File: src/rtl/regfile_write_arbiter.sv
// Register file write arbiter.
// After reset, sweeps registers 1..NREG-1 to zero (one write per cycle), then
// arbitrates two write requesters round-robin onto a single registered write port.
//
// Handshake: a requester raises req with stable wsel/wdat and holds all three
// until its gnt is seen high in the same cycle; gnt is combinational, and the
// request is consumed at the rising edge that ends that cycle.
module regfile_write_arbiter #(
  parameter int NREG = 32,
  parameter int AW   = 5,
  parameter int DW   = 32
) (
  input  logic          CLK,
  input  logic          RST,
  input  logic          a_req,
  input  logic [AW-1:0] a_wsel,
  input  logic [DW-1:0] a_wdat,
  output logic          a_gnt,
  input  logic          b_req,
  input  logic [AW-1:0] b_wsel,
  input  logic [DW-1:0] b_wdat,
  output logic          b_gnt,
  output logic          init_busy,
  output logic          WEN,
  output logic [AW-1:0] wsel,
  output logic [DW-1:0] wdat,
  output logic          state_dbg
);

  typedef enum logic {
    S_INIT = 1'b0,
    S_ARB  = 1'b1
  } state_t;

  state_t        state;
  state_t        state_nxt;
  logic [AW-1:0] sweep_cnt;
  logic          sweep_last;
  logic          last_b;
  logic          arb_en;

  assign sweep_last = (sweep_cnt == AW'(NREG - 1));
  assign state_dbg  = state;

  // State register.
  always_ff @(posedge CLK) begin
    if (RST) state <= S_INIT;
    else     state <= state_nxt;
  end

  // Next state: leave the sweep once the last register's clear is issued.
  always_comb begin
    state_nxt = state;
    if (state == S_INIT && sweep_last) state_nxt = S_ARB;
  end

  // Grants: round-robin between A and B. Arbitration waits until the final
  // sweep write has left the output registers, and is blocked during reset.
  always_comb begin
    arb_en = (state == S_ARB) && !init_busy && !RST;
    a_gnt  = arb_en && a_req && (!b_req || last_b);
    b_gnt  = arb_en && b_req && (!a_req || !last_b);
  end

  // Sweep counter: walks 1..NREG-1 during INIT.
  always_ff @(posedge CLK) begin
    if (RST)                  sweep_cnt <= AW'(1);
    else if (state == S_INIT) sweep_cnt <= sweep_cnt + AW'(1);
  end

  // Last-grant pointer: starts at B so A wins the first contention.
  always_ff @(posedge CLK) begin
    if (RST)        last_b <= 1'b1;
    else if (a_gnt) last_b <= 1'b0;
    else if (b_gnt) last_b <= 1'b1;
  end

  // Registered write port: sweep writes in INIT, granted writes in ARB.
  // Writes to register 0 are consumed but suppressed; idle cycles hold sel/data.
  always_ff @(posedge CLK) begin
    if (RST) begin
      WEN       <= 1'b0;
      wsel      <= '0;
      wdat      <= '0;
      init_busy <= 1'b0;
    end else if (state == S_INIT) begin
      WEN       <= 1'b1;
      wsel      <= sweep_cnt;
      wdat      <= '0;
      init_busy <= 1'b1;
    end else begin
      init_busy <= 1'b0;
      WEN       <= 1'b0;
      if (a_gnt && a_wsel != '0) begin
        WEN  <= 1'b1;
        wsel <= a_wsel;
        wdat <= a_wdat;
      end else if (b_gnt && b_wsel != '0) begin
        WEN  <= 1'b1;
        wsel <= b_wsel;
        wdat <= b_wdat;
      end
    end
  end

endmodule

File: config.mk
export PLATFORM = sky130hd
export DESIGN_NAME = regfile_write_arbiter
export DESIGN_NICKNAME = d
export VERILOG_FILES = /design/src/rtl/regfile_write_arbiter.sv
export SDC_FILE = /design/constraint.sdc
export NUM_CORES = 1
export LEC_CHECK = 0
export ABC_AREA = 1
export BUFFER_PORTS_ARGS = -buffer_cell sky130_fd_sc_hd__buf_2
export CORE_UTILIZATION = 40
export DETAILED_ROUTE_END_ITERATION = 6
export GPL_TIMING_DRIVEN = 0
export PLACE_DENSITY = 0.86
export SYNTH_ARGS = -nofsm -noshare
export SYNTH_HDL_FRONTEND = slang
export SYNTH_SLANG_ARGS = --single-unit
File: constraint.sdc
create_clock -name CLK -period 1.5 [get_ports CLK]
set_clock_uncertainty 0.15 [all_clocks]
set_input_delay 0.15 -clock CLK [delete_from_list [all_inputs] [get_ports CLK]]
set_output_delay 0.15 -clock CLK [all_outputs]
set_load 0.02 [all_outputs]
==> summary.md <==
| Metric | Value |
|---|---|
| Status | `finished with violations` |
| Failing checks | `setup timing` |
| Nets | `573` |
| Tmin final | `1.61 ns` |
| Sequential share of the synthesized area | `0.414` |
| Predominant post-synthesis flop cell | `dfxtp_1` |
| Initial drt markers | `306` |
| Power per cell area | `648 nW/um^2` |
| Max-cap violation count | `0` |
| Number of global-route vias before repair | `2995` |
| CTS Buffer Depth | `2` |
| Worst skew pair latency | `0.30 ns` |
| CTS tree | `yes` |
| Final setup margin | `-0.114 ns` |
| Antenna violations before repair | `0` |
| I/O Buffers | `118` |
| Comb pwr share | `0.141` |
| Detail Route Antenna Nets | `0` |
| Sequential share of power | `0.487` |
| Crit. path cell count | `4` |
| Max Fanout on Critical Path | `4` |
| Die height | `76.6 um` |
| Switch share | `0.223` |
| Vias/cell | `5.54` |
| CP Cell Sequence | `nand3_4 > nor3b_4 > buf_6 > buf_6` |
| Critical Path End Type | `output pin` |
| IO Pins | `120` |
| Effective utilization at floorplan | `0.425` |
| Util after Layout | `0.756` |
| Post-synth EDFFs | `0` |
| Critical path's top delay family | `flip-flops` |
| Max-slew violation count | `0` |
| Via count | `3122` |
| Htree depth | `2` |
| Psw | `0.000573 W` |
| Mapped Area | `2220 um^2` |
| Yosys warns | `0` |
| CP endpoint | `a_gnt` |
| Global-route wire length before repair | `14.0 mm` |
| Final Cycle Share | `1.08` |
| Antenna cells | `0` |
| Cells after Synth | `292` |
| CP required | `1.20 ns` |
| Synth top area share | `0.414` |
| Reg2reg end | `wdat[29]$_SDFFE_PP0P_` |
| Clock transition at the registers of the reported paths | `0.09 ns` |
| Final GP Congestion | `0.838` |
| Design Power | `0.00257 W` |
| CTS sink count | `46` |
| Ys async rst share | `0` |
| #FFs+latches synth | `46` |
| Clock power frac | `0.372` |
| CP max stage cell | `dfxtp_4` |
| Syn nets | `372` |
| Max IR drop VDD | `479 uV` |
| Reg-to-Reg Start | `state_dbg$_SDFFE_PP0P_` |
| Most used cell, CP | `buf_6` |
| Core area | `5240 um^2` |
| Critical path arrival | `1.31 ns` |
| Setup slack, reg-to-reg | `-0.10 ns` |
| Drt drc | `0` |
| Routed len/inst | `16.2 um` |
| Root buf cell | `clkbuf_8` |
| RSZ-0062 raised after global routing | `true` |
| Crit Path Category | `reg2out` |
| Pin count of the biggest net entering global routing | `15` |
| Internal power | `0.00199 W` |
| First-pass iteration count of the detailed router | `7` |
| Area grow syn2layout | `78.0%` |
| Fmax | `620 MHz` |
| Leak | `1.69 nW` |
| Pre-CTS setup slack | `-0.177 ns` |
| Die area | `5860 um^2` |
| Number of buffers created by CTS | `5` |
| Total GRT Usage | `0.298` |
| Die Width | `76.6 um` |
| Synth cell types | `23` |
| Final setup vio count | `36` |
| CP peak stage delay | `0.39 ns` |
| Worst setup path start | `state_dbg$_SDFFE_PP0P_` |
| Worst Path Buf+Inv | `2` |
| Worst-Margin Slew | `0.612 ns` |
| Relative slew slack | `0.592` |
| Num rows | `26` |
| Final Hold Fails | `0` |
| Final HPWL DP | `5.00 mm` |
| Worst Hold Class | `in2reg` |
| Fillers | `382` |
| Syn_area_per_cell | `7.62 um^2` |
| Type of origin of the critical path | `flop` |
| Total Routed Length | `9.12 mm` |
| Share of layout cells above drive strength 1 | `0.374` |
| Synth top cells by count | `nand3_1 (100), dfxtp_1 (46), a31oi_1 (32)` |
| Top cells by area, synth | `dfxtp_1 (41%), nand3_1 (22%), a31oi_1 (9.0%)` |
| GRT Residual Overflow | `0` |
| Most common cell in the synthesized netlist | `nand3_1` |
| Cells on worst reg2reg path | `6` |
| Cell taking the most area after synthesis | `dfxtp_1` |
## state kept, by name, indices dropped and copies added (netlist names)
| signal | flops |
|---|---|
| wsel | 5 |
| last_b | 1 |
| WEN | 1 |
| sweep_cnt | 5 |
| state_dbg | 1 |
| init_busy | 1 |
| wdat | 32 |
## power groups by stage
stage	clock [W]	combinational (W)	sequential [W]
2_1_floorplan	0	0.0000668	0.00129
3_3_place_gp	0	0.000200	0.00128
3_5_place_dp	0	0.000206	0.00128
4_1_cts	0.000961	0.000332	0.00125
5_1_grt	0.00102	0.000385	0.00125
6_report	0.000956	0.000361	0.00125
## placed cells by master, fill, tap and decap left out
cell           instances
nor2_4                 2
a31oi_1               32
nand3_2                9
a21oi_1                3
buf_8                  3
nor3_1                 3
clkbuf_2               3
inv_2                  1
buf_4                  9
nand3b_1               1
dfxtp_4                1
dlygate4sd3_1         63
nand3_4                3
o21ai_0                3
nand2_1               26
nor2_1                13
buf_2                122
bufinv_16              1
clkinv_1               2
clkbuf_8               6
clkbuf_1               7
clkbuf_16              3
o21ai_1                2
inv_1                 11
nand2_4                4
nor2_2                 1
inv_4                  1
nor3b_4                1
dfxtp_2                2
ha_1                   2
nand2_2                1
nor3_2                 1
buf_6                  9
dfxtp_1               43
a21oi_2                2
nand3_1               91
nand4_1                7
## worst min-delay path by stage
stage | start | to | slack, ns | cells past startpoint
6_report | b_wdat[6] | wdat[6]$_SDFFE_PP0P_ | 0.01 | 3
3_5_place_dp | RST | wsel[2]$_SDFFE_PP0P_ | 0.22 | 2
3_3_place_gp | RST | wsel[2]$_SDFFE_PP0P_ | 0.22 | 2
2_1_floorplan | a_wdat[10] | wdat[10]$_SDFFE_PP0P_ | 0.17 | 2
4_1_cts | a_wdat[18] | wdat[18]$_SDFFE_PP0P_ | 0.0005 | 3
5_1_grt | b_wdat[6] | wdat[6]$_SDFFE_PP0P_ | 0.003 | 3
## area by class of cell
type / count / area [um^2] / share of cell area
Timing Repair Buffer: 194 / 1400 / 0.352
Clock inverter: 1 / 30.0 / 0.00758
Multi-Input combinational cell: 207 / 1200 / 0.304
Clock buffer: 7 / 86.3 / 0.0218
Tap cell: 70 / 87.6 / 0.0221
Inverter: 15 / 58.8 / 0.0148
Sequential cell: 46 / 927 / 0.234
Buffer: 24 / 173 / 0.0436
## metal layers
layer,part of all wire,GRT usage,wire (um)
met2,0.50,0.510,4600
met1,0.39,0.358,3540
met4,0.029,0.144,260
met3,0.079,0.0515,718
met5,0,0,0
## kinds of logic after synthesis
kind of cell,Yosys count,synth area share
AND/OR/NAND/NOR,163,0.373
flip-flops,46,0.414
AO/OA/AOI/OAI,42,0.112
buffers and inverters,39,0.0894
adder cells (fa/ha/maj),2,0.0112
## stage by stage
stage	hold slack (ns)	cell area, um^2	setup TNS [ns]	instances
floorplan	0.174	2230	0	292
global placement	0.215	2910	-4.29	480
detailed placement	0.218	2910	-5.13	480
CTS	0.000514	3740	-1.09	557
global route	0.00299	3960	-4.27	564
finish	0.0101	3960	-1.69	564
## repair_timing
| item | CTS | global route |
|---|---|---|
| hold buffers | 62 | 1 |
| gates cloned | 0 | 3 |
| endpoints found under the setup margin | 40 | 39 |
| gates resized for setup | 16 | 27 |
| setup buffers | 7 | 3 |
| hold endpoints to repair | 38 | 1 |
| pin swaps | 2 | 7 |
## worst register-to-register path: stages (launching register included)
cell	delay, ns
dfxtp_4	0.39
nand3_4	0.13
nor3b_4	0.26
buf_6	0.14
buf_4	0.16
nand3_1	0.10
a31oi_1	0.20
Power figures use the tool's default switching activity.
